==> src/rtl/dnn_pkg.sv <==
// Shared types and constants for the DNN layer stream controller.
// Vectors are packed so that element k sits at bits [k*DATA_W +: DATA_W].
package dnn_pkg;
    localparam int DATA_W = 16;
    localparam int VEC_N  = 8;

    typedef enum logic [2:0] {
        LOAD = 3'd0,
        CLR  = 3'd1,
        RUN  = 3'd2,
        CAP  = 3'd3,
        SEND = 3'd4
    } state_t;

    typedef logic [VEC_N-1:0][DATA_W-1:0] vec_t;

    function automatic logic [DATA_W-1:0] vec_sel(input vec_t v, input logic [2:0] idx);
        return v[idx];
    endfunction
endpackage

==> src/rtl/dnn_stream_ctrl_if.sv <==
// Input and output valid/ready streams of the layer controller.
// The master side feeds input beats and accepts output beats; the slave side is the controller.
interface dnn_stream_ctrl_if;
    import dnn_pkg::*;

    logic              s_valid;
    logic              s_ready;
    logic [DATA_W-1:0] s_data;
    logic              s_last;
    logic              m_valid;
    logic              m_ready;
    logic [DATA_W-1:0] m_data;
    logic              m_last;

    modport master (
        output s_valid, s_data, s_last, m_ready,
        input  s_ready, m_valid, m_data, m_last
    );

    modport slave (
        input  s_valid, s_data, s_last, m_ready,
        output s_ready, m_valid, m_data, m_last
    );
endinterface

==> src/rtl/dnn_vec_buf.sv <==
// 8 x 16 register bank with indexed single-element write and full parallel load.
// A parallel load takes priority over an indexed write in the same cycle.
module dnn_vec_buf
    import dnn_pkg::*;
(
    input  logic              clk,
    input  logic              rst_n,
    input  logic              wr_en,
    input  logic [2:0]        wr_idx,
    input  logic [DATA_W-1:0] wr_data,
    input  logic              ld_en,
    input  vec_t              ld_data,
    output vec_t              q
);
    always_ff @(posedge clk or negedge rst_n) begin
        if (!rst_n) begin
            q <= '0;
        end else if (ld_en) begin
            q <= ld_data;
        end else if (wr_en) begin
            q[wr_idx] <= wr_data;
        end
    end
endmodule

==> src/rtl/dnn_stream_ctrl.sv <==
// Stream front/back-end for the 8x8 DNN layer: gathers an input vector, sequences
// clr/en on the datapath, captures the activations and replays them downstream.
module dnn_stream_ctrl
    import dnn_pkg::*;
#(
    parameter int unsigned LAT = 4
) (
    input  logic                clk,
    input  logic                rst_n,
    dnn_stream_ctrl_if.slave    sif,
    output logic [DATA_W-1:0]   x0, x1, x2, x3, x4, x5, x6, x7,
    output logic                dp_en,
    output logic                dp_clr,
    input  logic [DATA_W-1:0]   a0, a1, a2, a3, a4, a5, a6, a7,
    output logic                busy,
    output logic                err_last
);
    localparam int unsigned CW = (LAT > 1) ? $clog2(LAT) : 1;

    state_t         state;
    logic [2:0]     in_idx;
    logic [2:0]     out_idx;
    logic [CW-1:0]  run_cnt;
    logic           s_hs;
    vec_t           in_q;
    vec_t           out_q;
    vec_t           a_vec;

    // s_ready is only ever high in LOAD, so a handshake implies LOAD.
    assign s_hs  = sif.s_valid && sif.s_ready;
    assign a_vec = {a7, a6, a5, a4, a3, a2, a1, a0};

    dnn_vec_buf u_in_buf (
        .clk     (clk),
        .rst_n   (rst_n),
        .wr_en   (s_hs),
        .wr_idx  (in_idx),
        .wr_data (sif.s_data),
        .ld_en   (1'b0),
        .ld_data ('0),
        .q       (in_q)
    );

    dnn_vec_buf u_out_buf (
        .clk     (clk),
        .rst_n   (rst_n),
        .wr_en   (1'b0),
        .wr_idx  (3'd0),
        .wr_data ('0),
        .ld_en   (state == CAP),
        .ld_data (a_vec),
        .q       (out_q)
    );

    assign {x7, x6, x5, x4, x3, x2, x1, x0} = in_q;
    assign sif.m_data = vec_sel(out_q, out_idx);
    assign busy       = !(state == LOAD && in_idx == 3'd0);

    always_ff @(posedge clk or negedge rst_n) begin
        if (!rst_n) begin
            state       <= LOAD;
            in_idx      <= '0;
            out_idx     <= '0;
            run_cnt     <= '0;
            sif.s_ready <= 1'b1;
            sif.m_valid <= 1'b0;
            sif.m_last  <= 1'b0;
            dp_en       <= 1'b0;
            dp_clr      <= 1'b0;
            err_last    <= 1'b0;
        end else begin
            case (state)
                LOAD: begin
                    if (s_hs) begin
                        if (sif.s_last != (in_idx == 3'(VEC_N - 1))) begin
                            err_last <= 1'b1;
                        end
                        if (in_idx == 3'(VEC_N - 1)) begin
                            in_idx      <= '0;
                            sif.s_ready <= 1'b0;
                            dp_clr      <= 1'b1;
                            state       <= CLR;
                        end else begin
                            in_idx <= in_idx + 3'd1;
                        end
                    end
                end
                CLR: begin
                    dp_clr  <= 1'b0;
                    dp_en   <= 1'b1;
                    run_cnt <= CW'(LAT - 1);
                    state   <= RUN;
                end
                RUN: begin
                    if (run_cnt == '0) begin
                        dp_en <= 1'b0;
                        state <= CAP;
                    end else begin
                        run_cnt <= run_cnt - 1'b1;
                    end
                end
                CAP: begin
                    out_idx     <= '0;
                    sif.m_valid <= 1'b1;
                    sif.m_last  <= 1'b0;
                    state       <= SEND;
                end
                SEND: begin
                    if (sif.m_ready) begin
                        if (out_idx == 3'(VEC_N - 1)) begin
                            out_idx     <= '0;
                            sif.m_valid <= 1'b0;
                            sif.m_last  <= 1'b0;
                            sif.s_ready <= 1'b1;
                            state       <= LOAD;
                        end else begin
                            out_idx    <= out_idx + 3'd1;
                            sif.m_last <= (out_idx == 3'(VEC_N - 2));
                        end
                    end
                end
                default: begin
                    state       <= LOAD;
                    sif.s_ready <= 1'b1;
                    sif.m_valid <= 1'b0;
                    dp_en       <= 1'b0;
                    dp_clr      <= 1'b0;
                end
            endcase
        end
    end
endmodule
==> src/flat_wrapper.sv <==
// flat-port wrapper written by rule: the top's interface ports become plain ports
module dnn_stream_ctrl_flat import dnn_pkg::*;
#(
    parameter int unsigned LAT = 4
)
  (clk, rst_n, x0, x1, x2, x3, x4, x5, x6, x7, dp_en, dp_clr, a0, a1, a2, a3, a4, a5, a6, a7, busy, err_last, sif_s_valid, sif_s_data, sif_s_last, sif_m_ready, sif_s_ready, sif_m_valid, sif_m_data, sif_m_last);
  dnn_stream_ctrl_if sif_i ();
  input  logic clk;
  input  logic rst_n;
  output logic [DATA_W-1:0] x0;
  output logic [DATA_W-1:0] x1;
  output logic [DATA_W-1:0] x2;
  output logic [DATA_W-1:0] x3;
  output logic [DATA_W-1:0] x4;
  output logic [DATA_W-1:0] x5;
  output logic [DATA_W-1:0] x6;
  output logic [DATA_W-1:0] x7;
  output logic dp_en;
  output logic dp_clr;
  input  logic [DATA_W-1:0] a0;
  input  logic [DATA_W-1:0] a1;
  input  logic [DATA_W-1:0] a2;
  input  logic [DATA_W-1:0] a3;
  input  logic [DATA_W-1:0] a4;
  input  logic [DATA_W-1:0] a5;
  input  logic [DATA_W-1:0] a6;
  input  logic [DATA_W-1:0] a7;
  output logic busy;
  output logic err_last;
  input wire logic [$bits(sif_i.s_valid)-1:0] sif_s_valid;
  input wire logic [$bits(sif_i.s_data)-1:0] sif_s_data;
  input wire logic [$bits(sif_i.s_last)-1:0] sif_s_last;
  input wire logic [$bits(sif_i.m_ready)-1:0] sif_m_ready;
  output wire logic [$bits(sif_i.s_ready)-1:0] sif_s_ready;
  output wire logic [$bits(sif_i.m_valid)-1:0] sif_m_valid;
  output wire logic [$bits(sif_i.m_data)-1:0] sif_m_data;
  output wire logic [$bits(sif_i.m_last)-1:0] sif_m_last;
  assign sif_i.s_valid = sif_s_valid;
  assign sif_i.s_data = sif_s_data;
  assign sif_i.s_last = sif_s_last;
  assign sif_i.m_ready = sif_m_ready;
  assign sif_s_ready = sif_i.s_ready;
  assign sif_m_valid = sif_i.m_valid;
  assign sif_m_data = sif_i.m_data;
  assign sif_m_last = sif_i.m_last;
  dnn_stream_ctrl #(.LAT(LAT)) u_core (.clk(clk), .rst_n(rst_n), .sif(sif_i), .x0(x0), .x1(x1), .x2(x2), .x3(x3), .x4(x4), .x5(x5), .x6(x6), .x7(x7), .dp_en(dp_en), .dp_clr(dp_clr), .a0(a0), .a1(a1), .a2(a2), .a3(a3), .a4(a4), .a5(a5), .a6(a6), .a7(a7), .busy(busy), .err_last(err_last));
endmodule
==> config.mk <==
export PLATFORM = sky130hd
export DESIGN_NAME = dnn_stream_ctrl_flat
export DESIGN_NICKNAME = d
export VERILOG_FILES = /design/src/rtl/dnn_pkg.sv /design/src/rtl/dnn_stream_ctrl_if.sv /design/src/rtl/dnn_vec_buf.sv /design/src/rtl/dnn_stream_ctrl.sv /design/src/flat_wrapper.sv
export SDC_FILE = /design/constraint.sdc
export NUM_CORES = 1
export LEC_CHECK = 0
export CAP_MARGIN = 20
export CORE_MARGIN = 5
export CORE_UTILIZATION = 52
export DETAILED_ROUTE_END_ITERATION = 7
export GPL_TIMING_DRIVEN = 1
export PLACE_DENSITY = 0.82
export SKIP_LAST_GASP = 1
export SLEW_MARGIN = 10
export SYNTH_ARGS = -nofsm -noshare
export SYNTH_HDL_FRONTEND = slang
export SYNTH_HIERARCHICAL = 1
export SYNTH_SLANG_ARGS = --single-unit
==> constraint.sdc <==
create_clock -name clk -period 2.3 [get_ports clk]
set_input_delay 0.345 -clock clk [delete_from_list [all_inputs] [get_ports clk]]
set_output_delay 0.345 -clock clk [all_outputs]
set_load 0.005 [all_outputs]
Word-level counts from Yosys, hierarchy flattened
Index checks and enable logic that the tools add are counted.
Widths: inputs -> output; s select.
{"block": "totals", "regBits": 273, "output_inout_bits": 151}
{"block": "classes", "add_sub_neg": 3, "magnitude_cmp": 3, "eq_ne": 14, "n_mux": 33, "bitwise_logic": 4, "reduce_logical": 22}
{"op": "$bwmux 128", "n": 1}
{"op": "$bmux 16 s3", "n": 1}
{"op": "$demux 16 s3", "n": 1}
{"op": "$mux 16", "n": 2}
{"op": "$mux 3", "n": 8}
{"op": "$pmux 3 s5", "n": 1}
{"op": "$eq 3x3->1 const B", "n": 4}
{"op": "$reduce_or 3->1", "n": 4}
{"op": "$mux 1", "n": 11}
{"op": "$reduce_and 5->1", "n": 2}
{"op": "$pmux 1 s3", "n": 3}
{"op": "$reduce_and 3->1", "n": 3}
{"op": "$lt 3x4->1 const B", "n": 2}
{"op": "$reduce_and 2->1", "n": 4}
{"op": "$add 3x1->3 const B", "n": 2}
{"op": "$eq 3x2->1 const B", "n": 2}
{"op": "$logic_not 3->1", "n": 2}
{"op": "$ne 2x1->1 const B", "n": 3}
{"op": "$ne 2x2->1 const B", "n": 3}
{"op": "$pmux 3 s2", "n": 1}
{"op": "$not 1->1", "n": 4}
{"op": "$pmux 1 s2", "n": 2}
{"op": "$pmux 2 s2", "n": 1}
{"op": "$reduce_bool 2->1", "n": 2}
{"op": "8 further kinds", "n": 10}

Logic depth before layout (Yosys ltp)
{"block": "depth", "ltp_word": 5, "ltp_mapped": 7, "mapped_depth_nobuf": 5}

Hierarchy
Netlist, hierarchy kept.
{"mod": "dnn_vec_buf", "n_inst": 2, "cells_per_inst": 579, "area_per_inst_um2": 6087.1, "seq_area_each_um2": 3203.1}
{"mod": "dnn_stream_ctrl", "n_inst": 1, "cells_per_inst": 150, "area_per_inst_um2": 2010.7, "seq_area_each_um2": 426.7}

Worst setup path before layout
OpenSTA, ideal clock, no wires.
{"block": "synth_path", "path_type": "reg2out", "startpoint": "register u_core.out_idx[1]", "endpoint": "output sif_m_data[13]", "arrival_time_ps": 1447, "required_ps": 1955, "slack_ps": 508, "path_stages_with_launch": 5, "path_buffers": 2, "cell_sequence": "dfrtp_1 > clkbuf_1 > clkbuf_1 > mux4_2 > mux2_2"}
{"block": "synth_between", "elab_chain_len": 2}
{"item": "start, declared", "line": "dnn_stream_ctrl.sv:22", "source": "logic [2:0] out_idx;"}
{"item": "start signal, assigned", "line": "dnn_stream_ctrl.sv:117", "source": "out_idx <= out_idx + 3'd1;"}
{"item": "$bmux 16 s3", "line": "dnn_pkg.sv:18", "source": "return v[idx];"}
{"item": "$mux 16 (not written as such)", "line": "dnn_pkg.sv:18"}
{"item": "end, declared", "line": "flat_wrapper.sv:36", "source": "output wire logic [$bits(sif_i.m_data)-1:0] sif_m_data;"}
Every way passes these cells. The select of a mux whose other input is x is not followed.

Worst setup path after layout
{"block": "layout_path", "startpoint": "register u_core.out_idx[0]", "endpoint": "output sif_m_data[14]"}
Same word-level chain as after synthesis.

==> metrics.txt <==
Commonest cells post-synth=dfrtp_1, nand2_1, mux2i_1; Die Wd=around 180 um; P_sw=5.08 mW; Critical Path AT=roughly 2.2 ns; CP Class=reg2out; area occupied by multi-input gates=about 7000 um2; fin crit share=1.11; Leak Pwr=approximately 8.3 nW; Yosys top cell by area=dfrtp_1; synth warn=6; Rel. slew slack=0.617; sw frac=0.299; number of enable flip-flop cells after synthesis=0; dominant synthesized flop cell=dfrtp_1; Clk Tree Root Cell=clkbuf_16; required time worst endpoint=about 2 ns; Clock Sinks=about 270; CTS Buf Count=28; ys async rst share=1.00; synthesized area=between 10,000 and 15,000 um2; area of the die=30,700 um2; Internal=11.9 mW; class of the worst hold path=in2async; failing checks=setup timing; Synth cell types=47; FMAX=0.393 GHz; Slew @ Worst Pin=around 0.57 ns; Pwr Density=901 nW/um2; FF+latch count, synth=roughly 270; core area=~27,000 um2; area grow syn2layout=33.1%; Reg power frac=0.425; DRC Markers=0; Antenna Violating Nets Remaining=0; # IOs=300; Fillers=about 1,900; RSZ-0062 raised after global routing=true; R2R depth=9; clock slew at reported path FFs=approximately 0.060 ns; drt pass-1 iters=5; largest net degree at the start of global routing=227; CTS tree=yes; # setup viols final=16; Diodes inserted=0; vias in the first global route=around 11,000; utilization after layout=0.703; Final Critical Period=roughly 2.5 ns; DP Wirelength=27,600 um; Layout Nets=1,874; worst vdd ir=~0.5 mV; post-synth top area share=0.480; hold slack=between 0.3 and 0.4 ns; Clk network pwr share=0.270; layout cell share with drive strength beyond 1=0.0989; top-count cell post-synth=dfrtp_1; Routed WL=approximately 40,000 um; first-pass GRT wire length=63,900 um; skew final=around 0.0065 ns; GRT Util Overall=0.259; Synth area leaders=dfrtp_1, mux2i_1, nand2_1, o21ai_0, mux4_1; FP Rows=60; max-cap viol count=0; clk_lat worst skew=~0.54 ns; initial drt markers=approximately 1,100; Syn Inst Count=approximately 1,300; total global routing overflow=0; routed vias=between 10,000 and 15,000; post-synthesis sequential area ratio=0.482; via-per-instance ratio=~5.5; synthesized area per cell=10.8 um2; Final Wtd Congestion=approximately 0.85; antenna violations before repair=0; initial core utilization=0.528; final hold vios=0; Worst setup SP type=flip-flop; CTS Buffer Depth=3; H-tree lvl count=1; sum of negative setup slack=-2.64 ns; CP endpoint kind=output pin; Final Max Tran Viols=0; Final WS setup=-0.244 ns; Comb pwr share=0.305; die height=about 180 um; Max FO, Critical Path=7; DR WL/cell=around 20 um; Reg area=approximately 7000 um2; Buffers on Ports=between 200 and 300; status=complete, but fails checks
[registers in the layout, indices dropped and copies added, names as in the netlist]
signal and count:
u_core/dp_clr 1, u_core/dp_en 1, u_core/err_last 1, u_core/in_idx 3, u_core/out_idx 3, u_core/run_cnt 2
u_core/sif.m_last 1, u_core/sif.m_valid 1, u_core/sif.s_ready 1, u_core/state 3, u_core/u_in_buf/q 128, u_core/u_out_buf/q 128
[cell usage in the layout (no fill, tap or decap), drive strengths merged, types with 2 or more instances in the layout]
cell type	instances
dfrtp	272
nand3	2
nor4b	2
clkinv	7
nand4	2
a21oi	6
clkdlybuf4s50	282
mux4	32
inv	9
buf	50
nand2	260
nor3b	2
ha	7
and4bb	6
o21ai	258
nand4b	6
clkbuf	43
mux2	22
a21o	2
nor2	10
conb	180
mux2i	258
o22a	2
[per-layer routing]
metal,up-vias,wire [um],global-route usage
li1,5216,-,-
met1,5469,17100,0.362
met2,593,19100,0.420
met3,80,3470,0.0480
met4,0,934,0.0664
met5,-,0,0
[critical path, stage by stage (launching register included)]
cell and delay, ns:
dfrtp_2 0.39, buf_12 0.14, buf_12 0.13, buf_8 0.10, mux4_2 0.49, mux2_4 0.28
buf_6 0.12
[cell type report]
type                    instances  area share
multi-input cells            1073       0.378
flip-flops and latches        273       0.362
repair buffers                333       0.186
clock buffers                  43      0.0460
well taps                     341      0.0226
clock inverters                 9     0.00384
inverters                       9     0.00179
[worst paths after layout]
kind	endpoint	slack, ns	startpoint
min	u_core/sif.m_valid$_DFFE_PN0P_	0.36	rst_n
min in group clk	u_core/u_out_buf/q[44]$_DFFE_PN0P_	0.36	a2[12]
max reg2reg	u_core/out_idx[0]$_DFFE_PN0P_	0.07	u_core/out_idx[0]$_DFFE_PN0P_
max	sif_m_data[14]	-0.24	u_core/out_idx[0]$_DFFE_PN0P_
max in group asynchronous	u_core/u_out_buf/q[68]$_DFFE_PN0P_	1.11	rst_n
min reg2reg	u_core/err_last$_DFFE_PN0P_	0.49	u_core/err_last$_DFFE_PN0P_
[through the flow]
step | worst slack [ns] | instances | power, mW | area, um2
final | -0.244 | 2081 | 17.0 | 18900
after global routing | -0.314 | 2081 | 17.9 | 18900
after CTS | -0.245 | 2077 | 16.9 | 18800
after detailed placement | 0.00693 | 2017 | 11.8 | 17800
after global placement | 0.0259 | 2017 | 11.6 | 17800
after floorplan | 0.508 | 1487 | 9.67 | 14900
[power groups by stage]
stage | combinational [mW] | clock, mW | sequential [mW]
after floorplan | 2.79 | 0 | 6.88
after global placement | 4.39 | 0 | 7.18
after detailed placement | 4.59 | 0 | 7.22
after CTS | 5.01 | 4.67 | 7.23
after global routing | 5.68 | 4.87 | 7.39
final | 5.19 | 4.59 | 7.24
[cells by family after synthesis]
kind of cell | count (synthesis) | synth area share
muxes | 312 | 0.258
AOI/OAI and AO/OA | 276 | 0.100
other | 1 | 0.000264
adders and majority gates | 7 | 0.00617
DFF | 273 | 0.482
buffers and inverters | 141 | 0.0629
xor gates and xnor gates | 2 | 0.00124
and+or+nand+nor | 296 | 0.0891
[what timing repair did]
action                                 in CTS  in global routing
setup buffers                               5                  4
resized for setup                         134                  9
setup endpoints to repair                  17                 20
endpoints found under the hold margin      64                  0
pin swaps                                   0                  2
cloned                                      2                  0
hold buffers                                1                  0
(Power assumes the default switching activity.)
